--- src/rtl/instr_prefetch_queue.sv ---
// Instruction fetch front end: address generator, 16/32-bit assembler and DEPTH-entry prefetch FIFO.
// Optional zero-latency bypass of short instructions on an empty queue: define PREFETCH_BYPASS_EN.
module instr_prefetch_queue #(
  parameter int ADDR_W = 20,
  parameter int WORD_W = 16,
  parameter int DEPTH  = 4
) (
  input  logic                    clock,
  input  logic                    reset,
  output logic [ADDR_W-1:0]       imem_addr,
  output logic                    imem_req,
  input  logic [WORD_W-1:0]       imem_data,
  input  logic                    redirect,
  input  logic [ADDR_W-1:0]       redirect_pc,
  output logic                    out_valid,
  input  logic                    out_ready,
  output logic [2*WORD_W-1:0]     out_instr,
  output logic                    out_long,
  output logic [ADDR_W-1:0]       out_pc,
  output logic [$clog2(DEPTH):0]  level
);
  localparam int PTR_W = $clog2(DEPTH);
  localparam int LVL_W = PTR_W + 1;

  typedef enum logic {FETCH_LO, FETCH_HI} state_t;

  state_t               state, state_nxt;
  logic [ADDR_W-1:0]    pc, pc_nxt;
  logic [WORD_W-1:0]    lo_hold;
  logic [ADDR_W-1:0]    lo_pc;
  logic [2*WORD_W-1:0]  fifo_instr [DEPTH];
  logic                 fifo_long  [DEPTH];
  logic [ADDR_W-1:0]    fifo_pc    [DEPTH];
  logic [PTR_W-1:0]     rd_ptr, wr_ptr;

  logic                 full, word_long, fifo_valid;
  logic                 push, pop, lo_load, bypass_hit, bypass_take;
  logic [2*WORD_W-1:0]  push_instr;
  logic                 push_long;
  logic [ADDR_W-1:0]    push_pc;

  assign full       = (level == LVL_W'(DEPTH));
  assign word_long  = imem_data[WORD_W-1];
  assign imem_addr  = pc;
  // The reset term keeps the memory port idle while reset is held.
  assign imem_req   = reset && !redirect && !full;
  assign fifo_valid = (level != '0) && !redirect;
  assign pop        = fifo_valid && out_ready;

`ifdef PREFETCH_BYPASS_EN
  assign bypass_hit = reset && !redirect && (level == '0) && (state == FETCH_LO) && !word_long;
`else
  assign bypass_hit = 1'b0;
`endif
  assign bypass_take = bypass_hit && out_ready;
  assign out_valid   = fifo_valid || bypass_hit;

  always_comb begin
    state_nxt  = state;
    pc_nxt     = pc;
    push       = 1'b0;
    lo_load    = 1'b0;
    push_instr = {{WORD_W{1'b0}}, imem_data};
    push_long  = 1'b0;
    push_pc    = pc;
    if (imem_req) begin
      pc_nxt = pc + ADDR_W'(1);
      if (state == FETCH_LO) begin
        if (word_long) begin
          lo_load   = 1'b1;
          state_nxt = FETCH_HI;
        end else begin
          push = !bypass_take;
        end
      end else begin
        push       = 1'b1;
        push_instr = {imem_data, lo_hold};
        push_long  = 1'b1;
        push_pc    = lo_pc;
        state_nxt  = FETCH_LO;
      end
    end
  end

  always_comb begin
    out_instr = '0;
    out_long  = 1'b0;
    out_pc    = '0;
    if (bypass_hit) begin
      out_instr = {{WORD_W{1'b0}}, imem_data};
      out_pc    = pc;
    end else if (level != '0) begin
      out_instr = fifo_instr[rd_ptr];
      out_long  = fifo_long[rd_ptr];
      out_pc    = fifo_pc[rd_ptr];
    end
  end

  // Control state: redirect discards everything buffered, including a held first half.
  always_ff @(posedge clock or negedge reset) begin
    if (!reset) begin
      state  <= FETCH_LO;
      pc     <= '0;
      rd_ptr <= '0;
      wr_ptr <= '0;
      level  <= '0;
    end else if (redirect) begin
      state  <= FETCH_LO;
      pc     <= redirect_pc;
      rd_ptr <= '0;
      wr_ptr <= '0;
      level  <= '0;
    end else begin
      state <= state_nxt;
      pc    <= pc_nxt;
      if (push) wr_ptr <= wr_ptr + PTR_W'(1);
      if (pop)  rd_ptr <= rd_ptr + PTR_W'(1);
      level <= level + LVL_W'(push) - LVL_W'(pop);
    end
  end

  // Datapath storage is qualified by level/state, so it needs no reset.
  always_ff @(posedge clock) begin
    if (lo_load) begin
      lo_hold <= imem_data;
      lo_pc   <= pc;
    end
    if (push) begin
      fifo_instr[wr_ptr] <= push_instr;
      fifo_long[wr_ptr]  <= push_long;
      fifo_pc[wr_ptr]    <= push_pc;
    end
  end

endmodule

--- config.mk ---
export PLATFORM = sky130hd
export DESIGN_NAME = instr_prefetch_queue
export DESIGN_NICKNAME = d
export VERILOG_FILES = /design/src/rtl/instr_prefetch_queue.sv
export SDC_FILE = /design/constraint.sdc
export NUM_CORES = 1
export LEC_CHECK = 0
export ABC_AREA = 1
export CAP_MARGIN = 20
export CORE_MARGIN = 5
export CORE_UTILIZATION = 60
export CTS_CLUSTER_DIAMETER = 200
export DETAILED_ROUTE_END_ITERATION = 16
export MAX_ROUTING_LAYER = met4
export PLACE_DENSITY = 0.93
export SYNTH_ARGS = -nofsm -noshare
export SYNTH_HDL_FRONTEND = slang
export SYNTH_SLANG_ARGS = --single-unit
--- constraint.sdc ---
create_clock -name clock -period 9.55 [get_ports clock]
set_input_delay 1.91 -clock clock [delete_from_list [all_inputs] [get_ports clock]]
set_output_delay 1.91 -clock clock [all_outputs]
set_load 0.02 [all_outputs]
==> results of run 1 <==
## cell usage in the layout, fill, tap and decap left out, types with 26 or more instances in the layout
cell / instances
dfrtp_1: 26
a21oi_1: 56
inv_1: 64
o21ai_0: 142
clkdlybuf4s50_1: 117
nor2_1: 249
edfxtp_1: 248
nand3_1: 30
nand2_1: 133
clkbuf_16: 27
## how the worst max path moves through the flow
stage	startpoint	endpoint	slack, ps	cells past startpoint
after floorplan	redirect	lo_hold[0]$_DFFE_PP_	4270	4
after global placement	redirect	imem_req	3420	5
after detailed placement	redirect	imem_req	3360	5
after CTS	redirect	imem_req	3340	5
after global routing	redirect	imem_req	3200	5
final	redirect	imem_req	3340	5
## per-layer routing
layer | share of wire, % | vias up | wire length (um)
met5 | 0 | - | 0
met1 | 38 | 4023 | 10700
li1 | - | 3833 | -
met2 | 49 | 511 | 13700
met3 | 9.6 | 62 | 2670
met4 | 2.7 | 0 | 743
## registers in the layout (all words and copies together) (netlist names)
signal / flops
state: 1
fifo_long: 4
fifo_instr: 128
lo_hold: 16
fifo_pc: 80
lo_pc: 20
imem_addr: 20
rd_ptr: 2
wr_ptr: 2
level: 3
## cell type report
type	count	area (um^2)	share of cell area, %
Sequential cell	276	8150	58.4
Multi-Input combinational cell	666	3040	21.8
Timing Repair Buffer	127	1270	9.07
Clock buffer	34	712	5.10
Tap cell	265	332	2.37
Inverter	69	260	1.86
Clock inverter	14	196	1.41
## where the power goes
part	switching [mW]	internal [mW]	total [mW]
Combinational	0.805	0.449	1.25
Clock	0.429	0.661	1.09
Sequential	0.0582	1.41	1.47
Total	1.29	2.52	3.82
## metrics by stage
step	hold slack [ps]	worst slack [ps]	instance area (um^2)
2_1_floorplan	544	4270	11700
3_3_place_gp	505	3420	13000
3_5_place_dp	527	3360	13000
4_1_cts	550	3340	13900
5_1_grt	569	3200	14000
6_report	550	3340	14000
## cells by family (layout without fill, tap and decap cells)
| family | count (synthesis) | in the layout |
|---|---|---|
| AND/OR/NAND/NOR | 436 | 436 |
| adder cells (fa/ha/maj) | 8 | 8 |
| XOR/XNOR | 4 | 4 |
| AO/OA/AOI/OAI | 218 | 218 |
| flip-flops | 276 | 276 |
| buffers and inverters | 121 | 244 |
## critical path, delay by kind of cell
kind | cells | cell delay, ps
buffers and inverters | 3 | 1920
and+or+nand+nor | 2 | 460
==> results.py, run 1 <==
metrics = {
    "global_route": {
        "met3_usage_pct": 3.33,
        "grtUsageTotal_pct": 25.5,
        "grt.busiest_layer": "met2",
        "antenna_found_initial": 0,
        "grtUsageMet1_pct": 33.9,
        "grt_max_degree": 110,
        "grt_pass1_wl_um": 42600,
        "gr-total-overflow": 0,
        "use_met2_pct": 41.4,
        "grt_pass1_vias": 8255,
    },
    "pwr": {
        "power_mw": 3.82,
        "peakVddDrop_uv": 202,
        "power.density_nw_per_um2": 273,
        "p_leak_nw": 5.05,
    },
    "floorplanning": {
        "coreArea_um2": 19300,
        "die_x_um": 149,
        "die-area_um2": 22300,
        "initial_core_util_pct": 60.4,
        "ioPinCount": 118,
        "die_y_um": 149,
        "core.rowCount": 51,
    },
    "worst_setup_path": {
        "arrival_ps": 4300,
        "reg2regPathDepth": 12,
        "worstSetupPathType": "in2out",
        "worstReg2RegEnd": "level[2]$_DFF_PN0_",
        "worstPathRequired_ps": 7640,
        "startpoint_type": "input port",
        "critPathSlowestCell": "clkdlybuf4s50_1",
        "path_max_fanout": 27,
        "max_stage_delay_ps": 950,
        "crit_top_cell": "clkdlybuf4s50_1",
        "r2r_start": "level[1]$_DFF_PN0_",
        "worstSetupEndpointType": "primary output",
        "r2r_slack_ps": 6940,
        "crit_chain": "clkdlybuf4s50_1 -> nor2_4 -> nand2_4 -> inv_2 -> clkdlybuf4s50_1",
    },
    "yosys": {
        "synthArstFlopShare_pct": 10.1,
        "synthFlopType": "edfxtp_1",
        "yosysWarnings": 0,
        "yosys.area_share.simple_pct": 15.0,
        "yosys_register_bits": 276,
        "synthMuxAreaShare_pct": 0,
        "syn-num-nets": 1111,
        "synthTopCellsByArea": "edfxtp_1 64%, nor2_1 8.1%, o21ai_0 6.1%, dfrtp_1 6.0%, nand2_1 4.3%",
        "ys_seq_area_share_pct": 69.8,
        "synth_top_family_by_area": "simple AND/OR/NAND/NOR gates",
        "synth_compound_area_share_pct": 9.52,
        "yosys.area_share.xor_xnor_pct": 0.300,
        "synthCells": 1063,
        "synth_fa_ha_area_share_pct": 0.922,
        "synth.avg_cell_area_um2": 11.0,
        "synth_top_cell_by_area": "edfxtp_1",
        "synth_edf_count": 248,
        "synth.top_cells.by_count": "253 x nor2_1, 248 x edfxtp_1, 142 x o21ai_0, 133 x nand2_1, 64 x inv_1",
        "yosysTopAreaCellShare_pct": 63.8,
        "syn-cell-area_um2": 11700,
        "yosys.cell_count.top_type": "nor2_1",
        "yosysUniqueCellTypes": 33,
    },
    "clocking": {
        "clk_pin_slew_ps": 60,
        "htreeDepth": 1,
        "hold_buffers": 0,
        "cts_buffers": 26,
        "clock_sinks": 276,
        "tritoncts": "built",
        "root_buffer": "clkbuf_16",
        "clkLatencyLatePin_ps": 530,
        "cts_max_path_buffers": 3,
        "post_cts_resize_count": 0,
        "postCtsSetupBuffers": 0,
    },
    "drt": {
        "drt_iter0_markers": 914,
        "vias": 8429,
        "first_pass_iters": 7,
        "viasPerCell": 5.81,
        "drc": 0,
        "wl_per_cell_um": 19.2,
        "ant_nets": 0,
        "wirelength_um": 27800,
    },
    "sta": {
        "setup_viol": 0,
        "worst-slew-pin-transition_ps": 1120,
        "drv_slew": 0,
        "period_minus_slack_ps": 6210,
        "fmax_mhz": 161,
        "clock_skew_ps": 8.71,
        "fin_crit_sh_pct": 65.1,
        "tns_ps": 0,
        "rsz0062_at_grt": "no",
        "slew_headroom_pct": 25.4,
        "final_hold_viol_count": 0,
    },
    "final_layout": {
        "n_antenna_cell": 0,
        "nFillCells": 1149,
        "area_growth_pct": 19.6,
        "fin_nets": 1214,
        "fin_cells": 1451,
        "drive_gt1_share_pct": 6.07,
        "utilization_pct": 72.2,
    },
    "hold_path": {
        "hold_path_class": "reg2reg",
        "hold_depth": 0,
        "whs_endpoint": "lo_pc[19]$_DFFE_PP_",
        "hold_path.startpoint": "imem_addr[19]$_DFFE_PN0P_",
    },
    "placement": {
        "gp_congestion": 0.879,
        "portBuffers": 117,
        "hpwlAfterDp_um": 15500,
        "placed_cells": 1402,
    },
    "outcome": {
        "outcome": "finished clean",
    },
    "job": {
        "maxCapViolations": 0,
    },
}
Note: power is estimated with default switching activity, not from simulation.
==> run 2, diff against run 1 <==
--- a/config.mk
+++ b/config.mk
@@ -8,11 +8,11 @@
 export ABC_AREA = 1
 export CAP_MARGIN = 20
 export CORE_MARGIN = 5
-export CORE_UTILIZATION = 60
+export CORE_UTILIZATION = 51
 export CTS_CLUSTER_DIAMETER = 200
 export DETAILED_ROUTE_END_ITERATION = 16
 export MAX_ROUTING_LAYER = met4
-export PLACE_DENSITY = 0.93
+export PLACE_DENSITY = 0.86
 export SYNTH_ARGS = -nofsm -noshare
 export SYNTH_HDL_FRONTEND = slang
 export SYNTH_SLANG_ARGS = --single-unit
==> constraint.sdc (replaced) <==
create_clock -name clock -period 5.2 [get_ports clock]
set_input_delay 1.04 -clock clock [delete_from_list [all_inputs] [get_ports clock]]
set_output_delay 1.04 -clock clock [all_outputs]
set_load 0.02 [all_outputs]
==> run 2 against run 1 <==
Net effect: die area is 16% higher; clock power grew 74%; sequential power increased by 88%; register-to-register slack worse by 4500 ps; total power is 81% higher; cell count grew 1.9%; via count is 3.0% lower; flip-flop and latch count is the same; critical path type is now reg2out.
==> results.py, run 2 (synthesized netlist as in run 1, its figures left out) <==
metrics = {
    "worst_setup_path": {
        "worstPathRequired_ps": 4160,
        "max_stage_delay_ps": 1000,
        "worstSetupEndpointType": "primary output",
        "critPathSlowestCell": "dfrtp_4",
        "crit_chain": "clkinv_2 -> buf_12 -> o21ai_0 -> a21oi_1 -> clkdlybuf4s50_1",
        "worstSetupPathType": "reg2out",
        "path_max_fanout": 86,
        "startpoint_type": "register",
        "arrival_ps": 3440,
    },
    "final_layout": {
        "drive_gt1_share_pct": 6.54,
        "largest_register_ffs": 128,
        "n_antenna_cell": 0,
        "final_cell_area_um2": 14000,
        "final_cell_mix": "249 x nor2_1, 248 x edfxtp_1, 142 x o21ai_0, 133 x nand2_1, 117 x clkdlybuf4s50_1",
        "largest_registers": "fifo_instr (128), fifo_pc (80)",
        "top_register": "fifo_instr",
        "final_common_cell": "nor2_1",
        "fin_nets": 1220,
        "fin_cells": 1478,
        "nFillCells": 1709,
        "area_growth_pct": 19.9,
    },
    "sta": {
        "period_minus_slack_ps": 4480,
        "clock_skew_ps": 14.5,
        "setup_viol": 0,
        "fin_crit_sh_pct": 86.2,
        "final_hold_viol_count": 0,
        "slew_headroom_pct": 39.1,
        "tns_ps": 0,
        "rsz0062_at_grt": "no",
        "fmax_mhz": 223,
        "drv_slew": 0,
        "worst-slew-pin-transition_ps": 912,
    },
    "global_route": {
        "grt_max_degree": 87,
        "antenna_found_initial": 0,
        "grtUsageTotal_pct": 21.2,
        "gr-total-overflow": 0,
        "grt_pass1_vias": 8167,
        "grt_pass1_wl_um": 42900,
    },
    "clocking": {
        "hold_buffers": 0,
        "cts_buffers": 27,
        "root_buffer": "clkbuf_16",
        "cts_max_path_buffers": 3,
        "htreeDepth": 1,
        "tritoncts": "built",
        "clk_pin_slew_ps": 60,
        "clkLatencyLatePin_ps": 530,
        "clock_sinks": 276,
        "postCtsSetupBuffers": 0,
        "post_cts_resize_count": 0,
    },
    "drt": {
        "drc": 0,
        "drt_iter0_markers": 699,
        "first_pass_iters": 4,
        "ant_nets": 0,
        "wirelength_um": 27000,
        "viasPerCell": 5.53,
        "vias": 8178,
        "wl_per_cell_um": 18.3,
    },
    "floorplanning": {
        "coreArea_um2": 22600,
        "die-area_um2": 26000,
        "die_x_um": 161,
        "die_y_um": 161,
        "ioPinCount": 118,
        "initial_core_util_pct": 51.7,
        "core.rowCount": 55,
    },
    "placement": {
        "gp_congestion": 0.897,
        "placed_cells": 1427,
        "portBuffers": 117,
        "hpwlAfterDp_um": 16300,
        "placed_area_um2": 13100,
    },
    "pwr": {
        "power.density_nw_per_um2": 493,
        "power_mw": 6.90,
        "p_leak_nw": 5.06,
        "peakVddDrop_uv": 333,
    },
    "hold_path": {
        "hold_path_class": "reg2reg",
    },
    "job": {
        "maxCapViolations": 0,
    },
    "outcome": {
        "outcome": "finished clean",
    },
}
==> run 2: area by class of cell <==
cell class | instances | area (um^2) | area share, %
clock inverter | 21 | 190 | 1.36
clock buffer | 29 | 683 | 4.88
sequential | 276 | 8150 | 58.3
timing repair buffer | 132 | 1310 | 9.35
inverter | 69 | 260 | 1.86
tap | 285 | 357 | 2.55
multi-input combinational | 666 | 3040 | 21.8
==> run 2: final timing paths <==
kind	startpoint	endpoint	slack, ps	cells after the start
worst max-delay path	rd_ptr[0]$_DFFE_PN0P_	out_instr[7]	720	5
worst max register to register	level[1]$_DFF_PN0_	fifo_instr[0][13]$_DFFE_PP_	2480	7
min in group asynchronous	reset	imem_addr[1]$_DFFE_PN0P_	940	2
worst min register to register	imem_addr[19]$_DFFE_PN0P_	lo_pc[19]$_DFFE_PP_	530	0
worst min-delay path	imem_addr[19]$_DFFE_PN0P_	lo_pc[19]$_DFFE_PP_	530	0
max in group asynchronous	reset	rd_ptr[0]$_DFFE_PN0P_	3930	2
==> run 2: metrics by stage <==
step	util, %	worst slack (ps)	hold WS, ps
2_1_floorplan	-	794	544
3_3_place_gp	58.0	1260	488
3_5_place_dp	58.0	1260	509
4_1_cts	61.9	663	523
5_1_grt	62.0	550	558
6_report	62.0	717	534
==> run 2: critical path: cells and delay by family, from the launching register on <==
family,cells,cell delay (ps)
AOI/OAI and AO/OA,2,430
DFF,1,1000
buffers and inverters,3,1420
==> run 2: power by group <==
group | internal, mW | leakage (nW) | total, mW | switching (mW)
sequential | 2.60 | 2.62 | 2.76 | 0.165
combinational | 0.843 | 2.01 | 2.23 | 1.39
clock | 1.10 | 0.427 | 1.90 | 0.799
==> run 2: routing by layer <==
metal  wire length, um  track usage (%)
met4               771             7.29
met3              2270             2.81
met1             10900             28.4
met2             13100             33.9
met5                 0                -
